**config.mk**
```make
export PLATFORM = sky130hd
export DESIGN_NAME = bus_receiver_flat
export DESIGN_NICKNAME = d
export VERILOG_FILES = /design/src/rtl/bus_receiver_if.sv /design/src/rtl/bus_receiver.sv /design/src/flat_wrapper.sv
export SDC_FILE = /design/constraint.sdc
export NUM_CORES = 1
export LEC_CHECK = 0
export ABC_CLOCK_PERIOD_IN_PS = 6600
export BUFFER_PORTS_ARGS = -buffer_cell sky130_fd_sc_hd__buf_2
export CELL_PAD_IN_SITES_DETAIL_PLACEMENT = 2
export CELL_PAD_IN_SITES_GLOBAL_PLACEMENT = 2
export CORE_UTILIZATION = 25
export CTS_BUF_LIST = sky130_fd_sc_hd__clkbuf_2
export DETAILED_ROUTE_END_ITERATION = 8
export MAX_ROUTING_LAYER = met4
export PLACE_DENSITY = 0.55
export SLEW_MARGIN = 10
export SYNTH_ARGS = -nofsm -noshare
export SYNTH_HDL_FRONTEND = slang
export SYNTH_SLANG_ARGS = --single-unit
```
**constraint.sdc**
```tcl
create_clock -name clk -period 6.6 [get_ports clk]
set_input_delay 0.66 -clock clk [delete_from_list [all_inputs] [get_ports clk]]
set_output_delay 0.66 -clock clk [all_outputs]
set_load 0.005 [all_outputs]
```
**src/rtl/bus_receiver_if.sv**
```systemverilog
// bus_receiver_if: bundles the shared data bus, its driver enable, and the
// downstream FIFO drain handshake for bus_receiver.
//   master modport: bus driver / consumer side (drives bus, enable, ready, clear)
//   slave  modport: bus_receiver side (drives FIFO head, status and count)
interface bus_receiver_if #(
  parameter int WIDTH = 8,
  parameter int DEPTH = 4
);
  localparam int CW = $clog2(DEPTH) + 1;

  logic [WIDTH-1:0] data_bus;
  logic             data_en;
  logic             rd_ready;
  logic             ovf_clr;
  logic [WIDTH-1:0] rd_data;
  logic             rd_valid;
  logic             full;
  logic [CW-1:0]    count;
  logic             overflow;

  modport master (
    output data_bus, data_en, rd_ready, ovf_clr,
    input  rd_data, rd_valid, full, count, overflow
  );

  modport slave (
    input  data_bus, data_en, rd_ready, ovf_clr,
    output rd_data, rd_valid, full, count, overflow
  );
endinterface

```
**src/rtl/bus_receiver.sv**
```systemverilog
// bus_receiver: receiving end of the tri-state data bus. Samples data_bus on
// the first cycle of each data_en window and queues the word in a show-ahead
// FIFO drained by a valid/ready handshake.
// Ports:
//   clk  - system clock, rising edge
//   rst  - asynchronous active-high reset
//   bus  - bus_receiver_if.slave:
//            data_bus/data_en : shared bus and driver enable
//            rd_ready         : consumer takes head word this cycle
//            ovf_clr          : clears sticky overflow
//            rd_data/rd_valid : FIFO head word and non-empty flag
//            full/count       : occupancy status
//            overflow         : sticky, a capture was dropped while full
module bus_receiver #(
  parameter int WIDTH = 8,
  parameter int DEPTH = 4
) (
  input logic            clk,
  input logic            rst,
  bus_receiver_if.slave  bus
);
  localparam int AW = $clog2(DEPTH);
  localparam int CW = AW + 1;

  logic             r_en_q;
  logic [WIDTH-1:0] r_mem [DEPTH];
  logic [AW-1:0]    r_wr_ptr;
  logic [AW-1:0]    r_rd_ptr;
  logic [CW-1:0]    r_count;
  logic             r_overflow;

  logic w_capture;
  logic w_full;
  logic w_valid;
  logic w_pop;
  logic w_push;
  logic w_drop;

  // Only the first cycle of an enable window captures; bus contents outside
  // the window never reach any register.
  assign w_capture = bus.data_en & ~r_en_q;
  assign w_full    = (r_count == CW'(DEPTH));
  assign w_valid   = (r_count != '0);
  assign w_pop     = w_valid & bus.rd_ready;
  // A pop on the same edge frees a slot, so a capture while full still lands.
  assign w_push    = w_capture & (~w_full | w_pop);
  assign w_drop    = w_capture & w_full & ~w_pop;

  always_ff @(posedge clk or posedge rst) begin
    if (rst) begin
      r_en_q   <= 1'b0;
      r_wr_ptr <= '0;
      r_rd_ptr <= '0;
      for (int unsigned i = 0; i < DEPTH; i++) begin
        r_mem[i] <= '0;
      end
    end else begin
      r_en_q <= bus.data_en;
      if (w_push) begin
        r_mem[r_wr_ptr] <= bus.data_bus;
        r_wr_ptr        <= r_wr_ptr + AW'(1);
      end
      if (w_pop) begin
        r_rd_ptr <= r_rd_ptr + AW'(1);
      end
    end
  end

  always_ff @(posedge clk or posedge rst) begin
    if (rst) begin
      r_count <= '0;
    end else begin
      case ({w_push, w_pop})
        2'b10:   r_count <= r_count + CW'(1);
        2'b01:   r_count <= r_count - CW'(1);
        default: r_count <= r_count;
      endcase
    end
  end

  // A drop on the same edge as a clear keeps the flag set.
  always_ff @(posedge clk or posedge rst) begin
    if (rst) begin
      r_overflow <= 1'b0;
    end else if (w_drop) begin
      r_overflow <= 1'b1;
    end else if (bus.ovf_clr) begin
      r_overflow <= 1'b0;
    end
  end

  assign bus.rd_data  = r_mem[r_rd_ptr];
  assign bus.rd_valid = w_valid;
  assign bus.full     = w_full;
  assign bus.count    = r_count;
  assign bus.overflow = r_overflow;
endmodule

```
**src/flat_wrapper.sv**
```systemverilog
// flat-port wrapper written by rule: the top's interface ports become plain ports
module bus_receiver_flat 
#(
  parameter int WIDTH = 8,
  parameter int DEPTH = 4
)
  (clk, rst, bus_data_bus, bus_data_en, bus_rd_ready, bus_ovf_clr, bus_rd_data, bus_rd_valid, bus_full, bus_count, bus_overflow);
  bus_receiver_if #(.WIDTH(WIDTH), .DEPTH(DEPTH)) bus_i ();
  input logic clk;
  input logic rst;
  input wire logic [$bits(bus_i.data_bus)-1:0] bus_data_bus;
  input wire logic [$bits(bus_i.data_en)-1:0] bus_data_en;
  input wire logic [$bits(bus_i.rd_ready)-1:0] bus_rd_ready;
  input wire logic [$bits(bus_i.ovf_clr)-1:0] bus_ovf_clr;
  output wire logic [$bits(bus_i.rd_data)-1:0] bus_rd_data;
  output wire logic [$bits(bus_i.rd_valid)-1:0] bus_rd_valid;
  output wire logic [$bits(bus_i.full)-1:0] bus_full;
  output wire logic [$bits(bus_i.count)-1:0] bus_count;
  output wire logic [$bits(bus_i.overflow)-1:0] bus_overflow;
  assign bus_i.data_bus = bus_data_bus;
  assign bus_i.data_en = bus_data_en;
  assign bus_i.rd_ready = bus_rd_ready;
  assign bus_i.ovf_clr = bus_ovf_clr;
  assign bus_rd_data = bus_i.rd_data;
  assign bus_rd_valid = bus_i.rd_valid;
  assign bus_full = bus_i.full;
  assign bus_count = bus_i.count;
  assign bus_overflow = bus_i.overflow;
  bus_receiver #(.WIDTH(WIDTH), .DEPTH(DEPTH)) u_core (.clk(clk), .rst(rst), .bus(bus_i));
endmodule
```
==> out/qor.yml, run 1 <==
status: "complete, no violations"
path_clk_slew_ns: 0.22
antenna_found_initial: 0
start_util_pct: 26.0
r2r.worst_path.cells: 9
crit_path_end: "bus_rd_data[3]"
yosys_register_bits: 41
cp.required_ns: 5.94
fp-row-count: 31
yosys.area.top_type_share_pct: 53.8
report.power.total_mw: 0.985
grt-ovfl-total: 0
max_freq_mhz: 391
drive_gt1_share_pct: 53.9
p_int_mw: 0.653
place.detailed.hpwl_mm: 2.96
synth_top_cell_by_area: "dfrtp_1"
fin_setup_tns_ns: 0
yosysSeqAreaShare_pct: 53.8
r2r-start: "u_core.bus.count[0]"
cts_tree: "built"
core_um2: 7330
cts_buffers: 5
synthFlopType: "dfrtp_1"
tightest_slew_ns: 0.841
cts_hold_repair.buffers: 0
worstSetupEndpointType: "output port"
cts_setup_buffers: 0
via_count: 1094
rrSetupSlack_ns: 4.13
worstSetupStartpointType: "flop"
antenna_left: 0
yosysMostFrequentCell: "dfrtp_1"
netSwitchingFraction_pct: 33.7
ios: 27
synth_cell_types: 20
vias_per_cell: 4.36
clock_path_buffers: 2
ir_worst_vdd_uv: 104
leakage_nw: 0.965
grt_pass1_vias: 1274
max_cap_viol_count: 0
synth_edf_count: 0
antennaDiodeCount: 0
cts-resized-gates: 0
reg2reg_to: "u_core.bus.count[2]"
die_area_um2: 7990
seqPwrFrac_pct: 48.6
grt_pass1_wl_mm: 6.80
setup_viol: 0
cp.arrival_ns: 1.90
worst-setup-path-type: "reg -> out"
pwr-share-clk_pct: 11.1
drtPass1Iterations: 4
syn-instance-count: 120
drt_iter0_drc: 53
synthesis.nets: 139
die_h_um: 89.4
fin_crit_sh_pct: 38.7
synth_area_um2: 1910
synth_common_cells: "41 x dfrtp_1, 33 x mux2_2, 8 x inv_1, 8 x mux4_2, 5 x ha_1"
async_reset_ff_share_pct: 100
hp-class: "in -> async"
worstSetupStartpoint: "u_core.r_rd_ptr[1]"
drc: 0
fin_crit_ns: 2.56
drv_slew: 0
place.gp.congestion: 0.697
numClockSinks: 41
routed_wirelength_mm: 4.14
maxSlewHeadroom_pct: 43.7
grt_usage_pct: 12.5
rsz0062_at_grt: "no"
power_switching_mw: 0.332
worst-path-max-fanout: 9
wl_per_cell_um: 16.5
hold_violations: 0
grt_max_degree: 42
powerDensity_nw_per_um2: 448
synth_area_leaders: "dfrtp_1 54%, mux2_2 19%, mux4_2 9.4%"
die_x_um: 89.4
root_buffer: "clkbuf_2"
io_buffers: 26
finalNetCount: 170
p_comb_share_pct: 40.2
ys_warn_count: 0
htree_num_levels: 2
clk_latency_ns: 0.40
syn-mean-instance-area_um2: 15.9
skew_ns: 0.0283
syn_to_final_growth_pct: 15.1
==> routing by layer <==
metal	vias to the layer above	track usage, %	share of wire (%)
met5	-	-	0
met4	0	4.33	1.1
met3	5	3.14	4.1
met2	24	21.7	54
met1	575	14.1	40
li1	490	-	-
==> cells by family (layout without fill, tap and decap cells) <==
logic type	Yosys count	after routing	synth area share (%)
XOR/XNOR	6	6	2.75
AO/OA/AOI/OAI	2	2	0.984
buffers and inverters	11	43	2.36
multiplexers	42	42	29.4
adder cells (fa/ha/maj)	6	6	4.33
AND/OR/NAND/NOR	12	12	6.36
flip-flops	41	41	53.8
==> critical path: stages (launching register included) <==
cell and delay, ns:
dfrtp_1 0.75, mux4_2 0.60, buf_2 0.15
==> power groups by stage <==
stage | logic (mW) | registers (mW) | clock network [mW]
after CTS | 0.412 | 0.487 | 0.117
after global routing | 0.439 | 0.502 | 0.129
after global placement | 0.389 | 0.478 | 0
final | 0.396 | 0.479 | 0.110
after detailed placement | 0.409 | 0.493 | 0
after floorplan | 0.315 | 0.430 | 0
==> worst min path at each step <==
stage / startpoint / to / slack [ns] / depth (start not counted)
2_1_floorplan: u_core.r_mem[13] / u_core.r_mem[13] / 0.48 / 1
3_3_place_gp: u_core.r_mem[2] / u_core.r_mem[2] / 0.48 / 1
3_5_place_dp: u_core.r_mem[8] / u_core.r_mem[8] / 0.50 / 1
4_1_cts: rst / u_core.r_mem[26] / 0.34 / 3
5_1_grt: rst / u_core.r_mem[30] / 0.33 / 3
6_report: rst / u_core.r_mem[26] / 0.34 / 3
==> per-stage QoR <==
stage / instances / worst slack [ns] / instance area [um^2] / hold WS, ns / util [%]
floorplan: 120 / 4.22 / 1910 / 0.475 / -
global placement: 243 / 4.00 / 2150 / 0.484 / 29.4
detailed placement: 243 / 3.86 / 2150 / 0.496 / 29.4
CTS: 251 / 3.97 / 2200 / 0.336 / 30.0
global route: 251 / 3.87 / 2200 / 0.333 / 30.0
finish: 251 / 4.04 / 2200 / 0.338 / 30.0
==> flip-flops by register name, indices dropped and copies added, names as in the netlist <==
register	cells
u_core.bus.count	3
u_core.bus.overflow	1
u_core.r_en_q	1
u_core.r_mem	32
u_core.r_rd_ptr	2
u_core.r_wr_ptr	2
==> final cells by class <==
type | instances | area [um^2]
fill | 760 | 5130
multi-input combinational | 68 | 837
inverter | 8 | 30.0
clock inverter | 3 | 17.5
clock buffer | 5 | 25.0
sequential | 41 | 1030
timing repair buffer | 27 | 138
tap | 99 | 124
==> layout by cell type (no fill, tap or decap) <==
master    instances
mux2_2           33
nor4b_4           1
xnor2_1           3
clkinv_4          1
dfrtp_1          41
inv_1             8
mux4_2            8
mux2i_1           1
clkbuf_2          5
buf_2            26
nor2_1            3
xor2_1            3
nor3b_2           2
or3_2             1
fa_1              1
and3_1            1
clkinv_1          1
nand2_1           1
buf_4             1
clkinv_2          1
a22o_1            1
ha_1              5
o31a_2            1
nand2b_1          1
nor3b_4           2
Note: power is estimated with default switching activity, not from simulation.
==> run 2, diff against run 1 <==
--- a/config.mk
+++ b/config.mk
@@ -5,7 +5,7 @@
 export SDC_FILE = /design/constraint.sdc
 export NUM_CORES = 1
 export LEC_CHECK = 0
-export ABC_CLOCK_PERIOD_IN_PS = 6600
+export ABC_CLOCK_PERIOD_IN_PS = 2340
 export BUFFER_PORTS_ARGS = -buffer_cell sky130_fd_sc_hd__buf_2
 export CELL_PAD_IN_SITES_DETAIL_PLACEMENT = 2
 export CELL_PAD_IN_SITES_GLOBAL_PLACEMENT = 2
@@ -13,7 +13,7 @@
 export CTS_BUF_LIST = sky130_fd_sc_hd__clkbuf_2
 export DETAILED_ROUTE_END_ITERATION = 8
 export MAX_ROUTING_LAYER = met4
-export PLACE_DENSITY = 0.55
+export PLACE_DENSITY = 0.57
 export SLEW_MARGIN = 10
 export SYNTH_ARGS = -nofsm -noshare
 export SYNTH_HDL_FRONTEND = slang
==> constraint.sdc (replaced) <==
create_clock -name clk -period 2.34 [get_ports clk]
set_input_delay 0.234 -clock clk [delete_from_list [all_inputs] [get_ports clk]]
set_output_delay 0.234 -clock clk [all_outputs]
set_load 0.005 [all_outputs]
==> run 2 against run 1 <==
  * Setup slack got worse by 3.8 ns
  * Global-route usage increased by 0.46 points
  * Flip-flop and latch count unchanged
  * Non-clock buffer count increased by 9
  * Die area unchanged
  * Largest power group unchanged
==> out/qor.yml, run 2 (synthesis gave the netlist of run 1 again) <==
status: "complete, no violations"
grt_pass1_wl_mm: 7.12  # +4.7%
drc: 0  # unchanged
drt_iter0_drc: 26  # -51%
io_buffers: 26  # unchanged
cp.required_ns: 2.67  # -3.27 ns
p_int_mw: 2.00  # +210%
dpl_cell_area_um2: 2200  # +2.1%
place.gp.congestion: 0.670  # -3.7%
cp_cell_sequence: "dlygate4sd3_1, buf_2, nand2b_1, nor2_1, inv_1, ha_1, inv_1, fa_1, xor2_1, nor2_1, xor2_1"
hold_violations: 0  # unchanged
antennaDiodeCount: 0  # unchanged
setup_viol: 0  # unchanged
ios: 27  # unchanged
max_cap_viol_count: 0  # unchanged
top_register: "u_core.r_mem"
worstSetupEndpointType: "flop"
numClockSinks: 41  # unchanged
worst-path-max-fanout: 6  # -3
fin_crit_ns: 2.12
skew_ns: 0.0153  # -0.0129 ns
fillers: 770  # +1.3%
root_buffer: "clkbuf_2"
cp.arrival_ns: 2.45  # +0.55 ns
layout_commonest_cell: "dfrtp_1"
pwr-share-clk_pct: 14.0  # +2.9 points
max_freq_mhz: 472
vias_per_cell: 4.45  # +2.0%
fin_crit_sh_pct: 90.6
largest_reg_flops: 32  # unchanged
leakage_nw: 1.02  # +5.6%
seqPwrFrac_pct: 44.0  # -4.6 points
maxSlewHeadroom_pct: 58.1  # +14 points
netSwitchingFraction_pct: 32.3  # -1.4 points
cts_tree: "built"
clock_path_buffers: 2  # unchanged
antenna_left: 0  # unchanged
syn_to_final_growth_pct: 20.1
core_um2: 7330  # unchanged
drv_slew: 0  # unchanged
finalNetCount: 179  # +5.3%
fp-row-count: 31  # unchanged
grt_max_degree: 42  # unchanged
power_switching_mw: 0.954  # +190%
p_comb_share_pct: 42.0  # +1.8 points
path_clk_slew_ns: 0.21  # about the same
antenna_found_initial: 0  # unchanged
ir_worst_vdd_uv: 310  # +200%
drtPass1Iterations: 2  # -2
hold_ws_ns: 0.0912  # -0.247 ns
grt_usage_pct: 13.0  # +0.46 points
grt_pass1_vias: 1349  # +5.9%
tightest_slew_ns: 0.628  # -0.213 ns
powerDensity_nw_per_um2: 1290  # +190%
wl_per_cell_um: 16.9  # +2.3%
fin_area_um2: 2290  # +4.3%
die_h_um: 89.4  # unchanged
grt-ovfl-total: 0  # unchanged
routed_wirelength_mm: 4.39  # +6.0%
clk_latency_ns: 0.40  # about the same
max_stage_delay_ns: 0.53  # -0.22 ns
htree_num_levels: 2  # unchanged
crit_buf_inv: 4  # +3
cts-resized-gates: 0  # unchanged
start_util_pct: 26.0  # unchanged
layout_common_cells: "41 x dfrtp_1, 33 x mux2_2, 26 x buf_2"
hp-class: "in -> reg"
via_count: 1156  # +5.7%
cpMaxStageDelayCell: "dlygate4sd3_1"
drive_gt1_share_pct: 55.3  # +1.3 points
die_area_um2: 7990  # unchanged
rsz0062_at_grt: "no"
critPathTopFamily: "buffers and inverters"
worstSetupStartpointType: "primary input"
worst-setup-path-type: "in -> reg"
die_x_um: 89.4  # unchanged
cts_buffers: 5  # unchanged
==> run 2: cell types whose count changed in the layout (fill, tap and decap cells not counted), sizes merged <==
cell,delta
buf,+7
bufinv,+1
clkbuf,+1
clkinv,-2
dlygate4sd3,+2
==> run 2: final timing paths <==
path,to,start,slack [ns],depth (start not counted)
setup reg to reg,u_core.bus.count[2],u_core.r_en_q,0.30,9
setup / recovery,u_core.bus.count[2],bus_data_en,0.22,11
max in group asynchronous,u_core.r_mem[18],rst,1.47,4
hold / removal,u_core.r_mem[11],bus_data_bus[3],0.09,2
hold reg to reg,u_core.r_mem[7],u_core.r_mem[7],0.53,1
min in group asynchronous,u_core.r_rd_ptr[1],rst,0.50,4
==> run 2: cell type report <==
type                    count  area (um^2)  share of cell area (%)
clock inverters             2         33.8                    1.47
well taps                  99          124                    5.41
repair buffers             36          210                    9.18
clock buffers               6         30.0                    1.31
flip-flops and latches     41         1030                    44.8
inverters                   8         30.0                    1.31
multi-input cells          68          837                    36.5
==> run 2: repair_timing <==
item	CTS	global route
buffers inserted	1	0
hold buffers	2	0
endpoints found under the hold margin	42	0
setup endpoints to repair	1	0
==> run 2: power groups by stage <==
stage	Sequential [mW]	Clock [mW]	Combinational [mW]
after floorplan	1.21	0	0.887
after global placement	1.29	0	1.20
after detailed placement	1.34	0	1.28
after CTS	1.32	0.435	1.29
after global routing	1.35	0.462	1.38
final	1.30	0.415	1.24
==> run 2: through the flow <==
stage	utilization [%]	setup TNS (ns)	std cells	setup WS, ns	power, mW
3_5_place_dp	30.0	-0.0397	249	-0.0397	2.61
3_3_place_gp	30.0	0	249	0.0850	2.48
2_1_floorplan	-	0	120	0.119	2.10
4_1_cts	31.3	0	260	0.189	3.04
6_report	31.3	0	260	0.221	2.96
5_1_grt	31.3	0	260	0.0514	3.19
==> run 2: metal layers <==
layer,up-vias,share of wire [%],global-route usage [%]
met4,0,1.2,3.90
li1,508,-,-
met3,6,3.2,2.77
met1,618,40,13.6
met2,24,56,24.3
met5,-,0,-
==> run 2: worst register-to-register path, cell delays in order (launching register included) <==
cell,delay [ns]
dfrtp_1,0.36
nand2b_1,0.37
nor2_1,0.11
inv_1,0.07
ha_1,0.19
inv_1,0.06
fa_1,0.38
xor2_1,0.15
nor2_1,0.11
xor2_1,0.16
